## config.mk

```make
export PLATFORM = sky130hd
export DESIGN_NAME = rq_wr_splitter
export DESIGN_NICKNAME = d
export VERILOG_FILES = /design/src/rtl/rq_pkg.sv /design/src/rtl/rq_tlp_len_calc.sv /design/src/rtl/rq_wr_splitter.sv
export SDC_FILE = /design/constraint.sdc
export NUM_CORES = 1
export LEC_CHECK = 0
export BUFFER_PORTS_ARGS = -buffer_cell sky130_fd_sc_hd__buf_4
export CAP_MARGIN = 20
export CORE_AREA = 2 2 294 296
export CTS_CLUSTER_SIZE = 24
export DETAILED_ROUTE_END_ITERATION = 8
export DIE_AREA = 0 0 296 298
export PLACE_DENSITY_LB_ADDON = 0.2
export SLEW_MARGIN = 20
export SYNTH_ARGS = -nofsm -noshare
export SYNTH_HDL_FRONTEND = slang
export SYNTH_SLANG_ARGS = --single-unit
```

## constraint.sdc

```tcl
create_clock -name clk -period 5.1 [get_ports clk]
set_input_delay 1.02 -clock clk [delete_from_list [all_inputs] [get_ports clk]]
set_output_delay 1.02 -clock clk [all_outputs]
set_load 0.1 [all_outputs]
```

## src/rtl/rq_pkg.sv

```systemverilog
// rq_pkg: descriptor layout, FSM states and helpers shared by the RQ write splitter.
package rq_pkg;

  localparam int DESC_ADDR_LSB  = 2;
  localparam int DESC_ADDR_MSB  = 63;
  localparam int DESC_LEN_LSB   = 64;
  localparam int DESC_LEN_MSB   = 74;
  localparam int DESC_TYPE_LSB  = 75;
  localparam int DESC_TYPE_MSB  = 78;
  localparam int DESC_REQID_LSB = 80;
  localparam int DESC_REQID_MSB = 95;
  localparam int DESC_TAG_LSB   = 96;
  localparam int DESC_TAG_MSB   = 103;

  localparam logic [3:0] REQ_MEMWR = 4'b0001;
  localparam int LANES   = 8;
  localparam int DW_BITS = 32;

  typedef enum logic [1:0] {
    ST_IDLE = 2'd0,
    ST_PLAN = 2'd1,
    ST_XFER = 2'd2
  } state_e;

  // Codes 6 and 7 are reserved and fall back to 4KB.
  function automatic logic [10:0] mps_to_dw(input logic [2:0] code);
    logic [10:0] dw;
    case (code)
      3'd0:    dw = 11'd32;
      3'd1:    dw = 11'd64;
      3'd2:    dw = 11'd128;
      3'd3:    dw = 11'd256;
      3'd4:    dw = 11'd512;
      default: dw = 11'd1024;
    endcase
    return dw;
  endfunction

  function automatic logic [127:0] pack_desc(
    input logic [61:0] addr_dw,
    input logic [10:0] len,
    input logic [15:0] req_id,
    input logic [7:0]  tag
  );
    logic [127:0] d;
    d = '0;
    d[DESC_ADDR_MSB:DESC_ADDR_LSB]   = addr_dw;
    d[DESC_LEN_MSB:DESC_LEN_LSB]     = len;
    d[DESC_TYPE_MSB:DESC_TYPE_LSB]   = REQ_MEMWR;
    d[DESC_REQID_MSB:DESC_REQID_LSB] = req_id;
    d[DESC_TAG_MSB:DESC_TAG_LSB]     = tag;
    return d;
  endfunction

endpackage

```

## src/rtl/rq_tlp_len_calc.sv

```systemverilog
// rq_tlp_len_calc: next TLP length = min(remaining, MPS, DWs to the 4KB boundary),
// plus the number of 256-bit beats that length occupies.
module rq_tlp_len_calc #(
  parameter int LEN_W = 16
) (
  input  logic [LEN_W-1:0] rem_i,
  input  logic [10:0]      mps_dw_i,
  input  logic [11:0]      addr_lo_i,
  output logic [10:0]      tlp_len_o,
  output logic [7:0]       beats_o
);

  localparam int CW = (LEN_W > 13) ? LEN_W : 13;

  logic [12:0]   bnd_dw;
  logic [CW-1:0] rem_w;
  logic [CW-1:0] mps_w;
  logic [CW-1:0] bnd_w;
  logic [CW-1:0] min_a;
  logic [CW-1:0] min_b;

  // A page-aligned address yields a full 1024 DW of room.
  assign bnd_dw = (13'd4096 - {1'b0, addr_lo_i}) >> 2;

  assign rem_w = CW'(rem_i);
  assign mps_w = CW'(mps_dw_i);
  assign bnd_w = CW'(bnd_dw);

  assign min_a = (rem_w < mps_w) ? rem_w : mps_w;
  assign min_b = (min_a < bnd_w) ? min_a : bnd_w;

  assign tlp_len_o = 11'(min_b);
  assign beats_o   = 8'((tlp_len_o + 11'd7) >> 3);

endmodule

```

## src/rtl/rq_wr_splitter.sv

```systemverilog
// rq_wr_splitter: splits a write command into MPS/4KB-bounded MemWr TLPs for the RQ gearbox.
// Build option RQ_SPLIT_TAG_EN: per-TLP wrapping tag counter; otherwise the tag is always 0.
module rq_wr_splitter
  import rq_pkg::*;
#(
  parameter int          DATA_WIDTH = 256,
  parameter int          LEN_W      = 16,
  parameter logic [15:0] REQ_ID     = 16'h0000
) (
  input  logic                  clk,
  input  logic                  rst,
  input  logic [2:0]            cfg_mps,
  input  logic                  cmd_valid,
  output logic                  cmd_ready,
  input  logic [63:0]           cmd_addr,
  input  logic [LEN_W-1:0]      cmd_len_dw,
  output logic                  addr_err,
  input  logic [DATA_WIDTH-1:0] in_data,
  input  logic                  in_valid,
  output logic                  in_ready,
  output logic [127:0]          descriptor,
  output logic [DATA_WIDTH-1:0] rq_payload,
  output logic [10:0]           rq_payload_dw_count,
  output logic                  rq_payload_sop,
  output logic                  rq_payload_last,
  output logic                  rq_valid,
  input  logic                  rq_ready,
  output logic                  busy
);

  state_e                state_q;
  logic [63:0]           cur_addr_q;
  logic [LEN_W-1:0]      rem_q;
  logic [LEN_W-1:0]      rem_d;
  logic [10:0]           mps_dw_q;
  logic [10:0]           tlp_len_q;
  logic [7:0]            beats_q;
  logic [7:0]            beat_cnt_q;
  logic [7:0]            tag_q;
  logic                  addr_err_q;

  logic [127:0]          desc_q;
  logic [DATA_WIDTH-1:0] payload_q;
  logic [DATA_WIDTH-1:0] payload_d;
  logic [10:0]           dw_cnt_q;
  logic                  sop_q;
  logic                  last_q;
  logic                  rq_valid_q;

  logic [10:0]           calc_len;
  logic [7:0]            calc_beats;
  logic                  out_adv;
  logic                  in_fire;
  logic                  is_last;
  logic [3:0]            keep_lanes;

  rq_tlp_len_calc #(.LEN_W(LEN_W)) u_len_calc (
    .rem_i     (rem_q),
    .mps_dw_i  (mps_dw_q),
    .addr_lo_i (cur_addr_q[11:0]),
    .tlp_len_o (calc_len),
    .beats_o   (calc_beats)
  );

  assign out_adv   = !rq_valid_q || rq_ready;
  assign in_ready  = (state_q == ST_XFER) && out_adv;
  assign in_fire   = in_valid && in_ready;
  assign is_last   = (beat_cnt_q == beats_q - 8'd1);
  assign cmd_ready = (state_q == ST_IDLE) && !rst;
  assign busy      = (state_q != ST_IDLE);
  assign rem_d     = rem_q - LEN_W'(tlp_len_q);

  // Number of live DW lanes in the final beat of a TLP (1..8).
  assign keep_lanes = (tlp_len_q[2:0] == 3'd0) ? 4'd8 : {1'b0, tlp_len_q[2:0]};

  for (genvar gi = 0; gi < LANES; gi++) begin : g_lane
    assign payload_d[gi*DW_BITS +: DW_BITS] =
      (!is_last || (4'(gi) < keep_lanes)) ? in_data[gi*DW_BITS +: DW_BITS] : '0;
  end

`ifdef RQ_SPLIT_TAG_EN
  always_ff @(posedge clk) begin
    if (rst) begin
      tag_q <= 8'h00;
    end else if (in_fire && is_last) begin
      tag_q <= tag_q + 8'h01;
    end
  end
`else
  assign tag_q = 8'h00;
`endif

  always_ff @(posedge clk) begin
    if (rst) begin
      state_q    <= ST_IDLE;
      cur_addr_q <= '0;
      rem_q      <= '0;
      mps_dw_q   <= '0;
      tlp_len_q  <= '0;
      beats_q    <= '0;
      beat_cnt_q <= '0;
      addr_err_q <= 1'b0;
      desc_q     <= '0;
      payload_q  <= '0;
      dw_cnt_q   <= '0;
      sop_q      <= 1'b0;
      last_q     <= 1'b0;
      rq_valid_q <= 1'b0;
    end else begin
      addr_err_q <= 1'b0;
      case (state_q)
        ST_IDLE: begin
          if (cmd_valid) begin
            cur_addr_q <= {cmd_addr[63:5], 5'b0};
            rem_q      <= cmd_len_dw;
            mps_dw_q   <= mps_to_dw(cfg_mps);
            addr_err_q <= |cmd_addr[4:0];
            if (cmd_len_dw != '0) state_q <= ST_PLAN;
          end
        end
        ST_PLAN: begin
          tlp_len_q  <= calc_len;
          beats_q    <= calc_beats;
          beat_cnt_q <= 8'd0;
          state_q    <= ST_XFER;
        end
        ST_XFER: begin
          if (in_fire) begin
            beat_cnt_q <= beat_cnt_q + 8'd1;
            if (is_last) begin
              cur_addr_q <= cur_addr_q + {51'd0, tlp_len_q, 2'b00};
              rem_q      <= rem_d;
              state_q    <= (rem_d != '0) ? ST_PLAN : ST_IDLE;
            end
          end
        end
        default: state_q <= ST_IDLE;
      endcase

      // Output stage: holds while stalled, otherwise loads a beat or drains.
      if (out_adv) begin
        rq_valid_q <= in_fire;
        if (in_fire) begin
          desc_q    <= pack_desc(cur_addr_q[63:2], tlp_len_q, REQ_ID, tag_q);
          payload_q <= payload_d;
          dw_cnt_q  <= tlp_len_q;
          sop_q     <= (beat_cnt_q == 8'd0);
          last_q    <= is_last;
        end
      end
    end
  end

  assign addr_err            = addr_err_q;
  assign descriptor          = desc_q;
  assign rq_payload          = payload_q;
  assign rq_payload_dw_count = dw_cnt_q;
  assign rq_payload_sop      = sop_q;
  assign rq_payload_last     = last_q;
  assign rq_valid            = rq_valid_q;

endmodule
```

======== Word level (Yosys, flattened, before mapping) ========
Index checks and enable logic that the tools add are counted.
W data, S select, Z words.
storage, ports and cells
  register bits ........................... 465
  word-level logic and storage cells ...... 102
cells by class
  $add $sub $neg .......................... 6
  order comparisons ....................... 10
  equality and inequality tests ........... 11
  muxes and demuxes ....................... 28
  bitwise logic cells ..................... 2
  reductions and logical operators ........ 31
operator list
  cell                      count
  $mux W32                  8
  $mux W64                  3
  $pmux W64 S2              1
  $add A64 B13 Y64          1
  $mux W16                  4
  $pmux W11 S5              1
  $lt A16 B11 Y1            2
  $pmux W16 S2              1
  $reduce_bool A16 Y1       2
  $lt A3 B4 Y1 const A      4
  $pmux W8 S2               1
  $sub A16 B11 Y16          1
  $sub A13 B12 Y13 const A  1
  $add A11 B3 Y11 const B   1
  $mux W11                  1
  $logic_or A1 B1 Y1        9
  $add A8 B1 Y8 const B     1
  $eq A8 B8 Y1              1
  $logic_not A8 Y1          1
  $lt A1 B4 Y1 const A      2
  $lt A2 B4 Y1 const A      2
  $mux W2                   4
  $mux W8                   1
  $reduce_and A4 Y1         2
  20 further kinds          33

======== Logic depth before layout (Yosys ltp) ========
  depth after elaboration ................. 6
  gate-level depth with buffers ........... 20
  gate-level depth less buffers ........... 17

======== Cells and area by module ========
Synthesis repeated with hierarchy kept, for this count alone.
unflattened totals
  cell total of the unflattened synthesis .. 2335
  area, all modules ....................... 20060.5 um2
modules (own cells, without submodules)
  module           instances  cells each  area each (um2)  seq. area each (um2)
  rq_wr_splitter   1          2171        18886.9          8948.6
  rq_tlp_len_calc  1          164         1173.6           0.0

======== Least setup slack after synthesis ========
No wires, ideal clock.
  kind .................................... reg2reg
  start point ............................. register rem_q[13]
  end point ............................... register beats_q[7]
  library setup time ...................... 86 ps
  arrival time ............................ 3974 ps
  required time ........................... 5014 ps
  path slack .............................. 1040 ps
  stages on the path, launching flop included .. 19
  buffers on the path ..................... 3
  period minus slack after synthesis ...... 4060 ps
  cells stage by stage .................... dfxtp_1 > buf_2 > or4_1 > nor3_2 > o211a_1 > buf_2 > nor2_1 > a21oi_1 > inv_1 > ha_1 > nand4_1 > a2111o_1 > or2_2 > o211a_1 > buf_2 > nor4b_2 > o21ai_1 > xor2_1 > a211oi_1
on the way
  longest elaborated chain between the ends .. 5
ends and longest elaborated chain
  what                    RTL line               text
  start, declared         rq_wr_splitter.sv:33   logic [LEN_W-1:0] rem_q;
  start signal, assigned  rq_wr_splitter.sv:115  rem_q <= cmd_len_dw;
  start signal, assigned  rq_wr_splitter.sv:132  rem_q <= rem_d;
  $lt A16 B11 Y1          rq_tlp_len_calc.sv:29  assign min_a = (rem_w < mps_w) ? rem_w : mps_w;
  $mux W16 *              rq_tlp_len_calc.sv:29
  $lt A16 B11 Y1          rq_tlp_len_calc.sv:30  assign min_b = (min_a < bnd_w) ? min_a : bnd_w;
  $mux W11 *              rq_tlp_len_calc.sv:30
  $add A11 B3 Y11 *       rq_tlp_len_calc.sv:33  assign beats_o = 8'((tlp_len_o + 11'd7) >> 3);
  end signal, assigned    rq_wr_splitter.sv:123  beats_q <= calc_beats;
  end, declared           rq_wr_splitter.sv:37   logic [7:0] beats_q;
Mark *: on every way between the ends. The rest lies on a longest branch, timed or not.
A chain may end at the register's enable or synchronous reset.

======== Worst setup path in the final report ========
  start point ............................. register mps_dw_q[10]
  end point ............................... register beats_q[7]
on the way
  longest elaborated chain between the ends .. 5
ends and longest elaborated chain
  what                    RTL line               text
  start, declared         rq_wr_splitter.sv:35   logic [10:0] mps_dw_q;
  start signal, assigned  rq_wr_splitter.sv:116  mps_dw_q <= mps_to_dw(cfg_mps);
  $lt A16 B11 Y1          rq_tlp_len_calc.sv:29
  $mux W16 *              rq_tlp_len_calc.sv:29
  $lt A16 B11 Y1          rq_tlp_len_calc.sv:30
  $mux W11 *              rq_tlp_len_calc.sv:30
  $add A11 B3 Y11 *       rq_tlp_len_calc.sv:33
Marked as above.

==> out/metrics.yaml <==
synthesis:
  yosysSeqAreaShare_pct: 45.13
  synth-async-reset-ratio_pct: 0
  synth.distinct_cells: 79
  synth_edf_count: 0
  synth_area_leaders: "dfxtp_1 45%, nand2_1 7.1%, a21oi_1 5.8%, nor2_1 4.4%, a22o_1 4.4%"
  ys_seq_elements: 447
  postSynthAreaPerCell_um2: 8.366
  synth_top_area_share_pct: 45.13
  yosys_warnings: 0
  syn_inst: 2370
  synthFlopType: "dfxtp_1"
  yosysTopAreaCell: "dfxtp_1"
  synth_area_mm2: 0.01983
cts:
  htree_levels: 2
  clockBufferDepth: 3
  clock_latency_ns: 0.62
  numCtsBuffers: 54
  root_buffer: "clkbuf_16"
  cts.sinks: 447
  post_cts_resize_count: 0
  cts_setup_buffers: 0
  cts_tree: "done"
  cts.clk_slew.worst_paths_ns: 0.06
  hold_buffers: 0
power_and_ir_drop:
  vdd_drop_max_v: 0.0002197
  power.density_mw_per_mm2: 344.5
  leakage_nw: 11.49
route:
  ant_nets: 0
  drt_wl_total_mm: 83.61
  route.detailed.drc: 0
  post_drt_wl_per_cell_um: 20.17
  vias_per_cell: 4.705
  first_pass_iters: 5
  drt_iter0_drc: 1309
  num_vias: 19509
place:
  portBuffers: 691
  dp_hpwl_mm: 60.95
  routabilityCongestion: 0.8386
  dpl_cell_area_mm2: 0.02585
timing:
  finalHoldViolations: 0
  worst_slew_pin_slew_ns: 1.069
  report.final.setup_viol: 0
  finalCritPeriodShare_pct: 89.47
  min_period_ns: 4.563
  finalClockSkew_ns: 0.03658
  grt_setup_unrepaired: "no"
  tns_ns: 0
  finalMaxSlewViolations: 0
  maxSlewHeadroom_pct: 28.49
  fmax_ghz: 0.2192
floorplan:
  die_x_um: 296
  start_util_pct: 23.36
  rows: 107
  io_pins: 746
  die_y_um: 298
  dieArea_mm2: 0.08821
  core_mm2: 0.08488
cells_and_area:
  syn_to_final_growth_pct: 39.02
  postLayoutCoreUtil_pct: 32.47
  final_common_cell: "buf_4"
  final_cell_mix: "724 x buf_4, 446 x dfxtp_1, 375 x nand2_1"
  fin_nets: 3348
  drive_above_1_share_pct: 28.23
  fin_area_mm2: 0.02756
worst_setup_path:
  critPathKind: "register to register"
  cp_max_fo: 20
  required_ns: 5.63
  end_kind: "register"
  cp.arrival_ns: 5.09
  start_kind: "register"
global_routing:
  grt_max_degree: 125
  first_global_vias: 18591
  antenna_found_initial: 4
  grt_pass1_wl_mm: 121.5
  grt_util_all_layers_pct: 17.82
  gr-total-overflow: 0
flow_run:
  cap_violations: 0
min_path:
  min_path_type: "register to register"
run_status:
  status: "completed"
-- final timing paths --
check        cells after the start               to             from  slack [ns]
min reg2reg                      2  rq_payload[108]  rq_payload[108]        0.45
max reg2reg                     16       beats_q[7]     mps_dw_q[10]        0.54
min                              2  rq_payload[108]  rq_payload[108]        0.45
max                             16       beats_q[7]     mps_dw_q[10]        0.54
-- sequential cells by signal, indices dropped and copies added (netlist names), 8 cells and up --
name / count
rq_payload: 256
descriptor: 64
cur_addr_q: 62
rem_q: 16
tlp_len_q: 11
rq_payload_dw_count: 10
beat_cnt_q: 8
beats_q: 8
-- per-stage QoR --
stage	hold slack (ns)	setup slack [ns]	power, mW	instances
floorplan	0.4372	1.040	5.225	2423
global placement	0.4397	0.6429	5.826	4049
CTS	0.4524	0.5479	9.631	4144
detailed placement	0.4458	0.5453	5.817	4049
global route	0.4708	0.1765	9.891	4146
finish	0.4501	0.5372	9.494	4146
-- cells in the mapped netlist, types with 12 or more instances --
cell / count
nor2_1: 232
o21ai_0: 46
nand4_1: 18
a22oi_1: 65
inv_1: 42
nand2b_1: 13
a21oi_1: 228
dfxtp_1: 447
nand2_1: 377
nor2b_1: 12
ha_1: 41
xnor2_1: 18
xor2_1: 34
buf_4: 66
a2bb2oi_1: 32
buf_1: 12
buf_2: 28
a21o_1: 12
o22ai_1: 17
a211oi_1: 55
nor4_1: 19
nor3_1: 52
o31ai_1: 14
a22o_1: 99
a311oi_1: 12
clkbuf_1: 139
nand3_1: 69
-- area by class of cell --
class | count | area [um^2]
antenna | 2 | 5.005
clock buffer | 81 | 1583
clock inverter | 14 | 122.6
fill | 9189 | 57320
inverter | 42 | 157.7
multi-input combinational | 1688 | 9803
sequential | 447 | 8950
tap | 1144 | 1431
timing repair buffer | 728 | 5510
-- routing by layer --
| layer | vias to the layer above | GRT usage [%] | routed length, um |
|---|---|---|---|
| met5 | - | 0 | 16 |
| met4 | 2 | 4.209 | 1722 |
| met3 | 92 | 3.693 | 5474 |
| met2 | 609 | 29.50 | 39180 |
| met1 | 9323 | 23.61 | 37220 |
| li1 | 9483 | - | - |
-- critical path, stage by stage (launching register included) --
cell and delay (ns):
dfxtp_1 0.32, inv_1 0.06, ha_1 0.16, or4_1 0.41, nor3_2 0.17, o211a_1 0.38
mux2i_1 0.35, inv_1 0.09, ha_1 0.32, nand3_1 0.14, nor3_1 0.08, a211oi_1 0.47
o211a_1 0.68, mux2i_2 0.35, o21ai_1 0.12, xor2_1 0.15, a211oi_1 0.22
-- power by group --
| group | switching (mW) | total (mW) | internal, mW |
|---|---|---|---|
| sequential | 0.157 | 3.79 | 3.63 |
| clock | 1.61 | 3.75 | 2.14 |
| combinational | 1.35 | 1.95 | 0.602 |
| total | 3.12 | 9.49 | 6.38 |
-- kinds of logic (layout without fill, tap and decap cells) --
kind of cell / count (synthesis) / after routing / synth area share [%]
AOI/OAI and AO/OA: 670 / 670 / 23.11
xor gates and xnor gates: 52 / 52 / 2.297
adders and majority gates: 43 / 43 / 2.789
buffers and inverters: 288 / 865 / 6.885
DFF: 447 / 447 / 45.13
muxes: 9 / 9 / 0.4985
other: 1 / 56 / 0.01891
and+or+nand+nor: 860 / 860 / 19.27
Note: power is estimated with default switching activity, not from simulation.
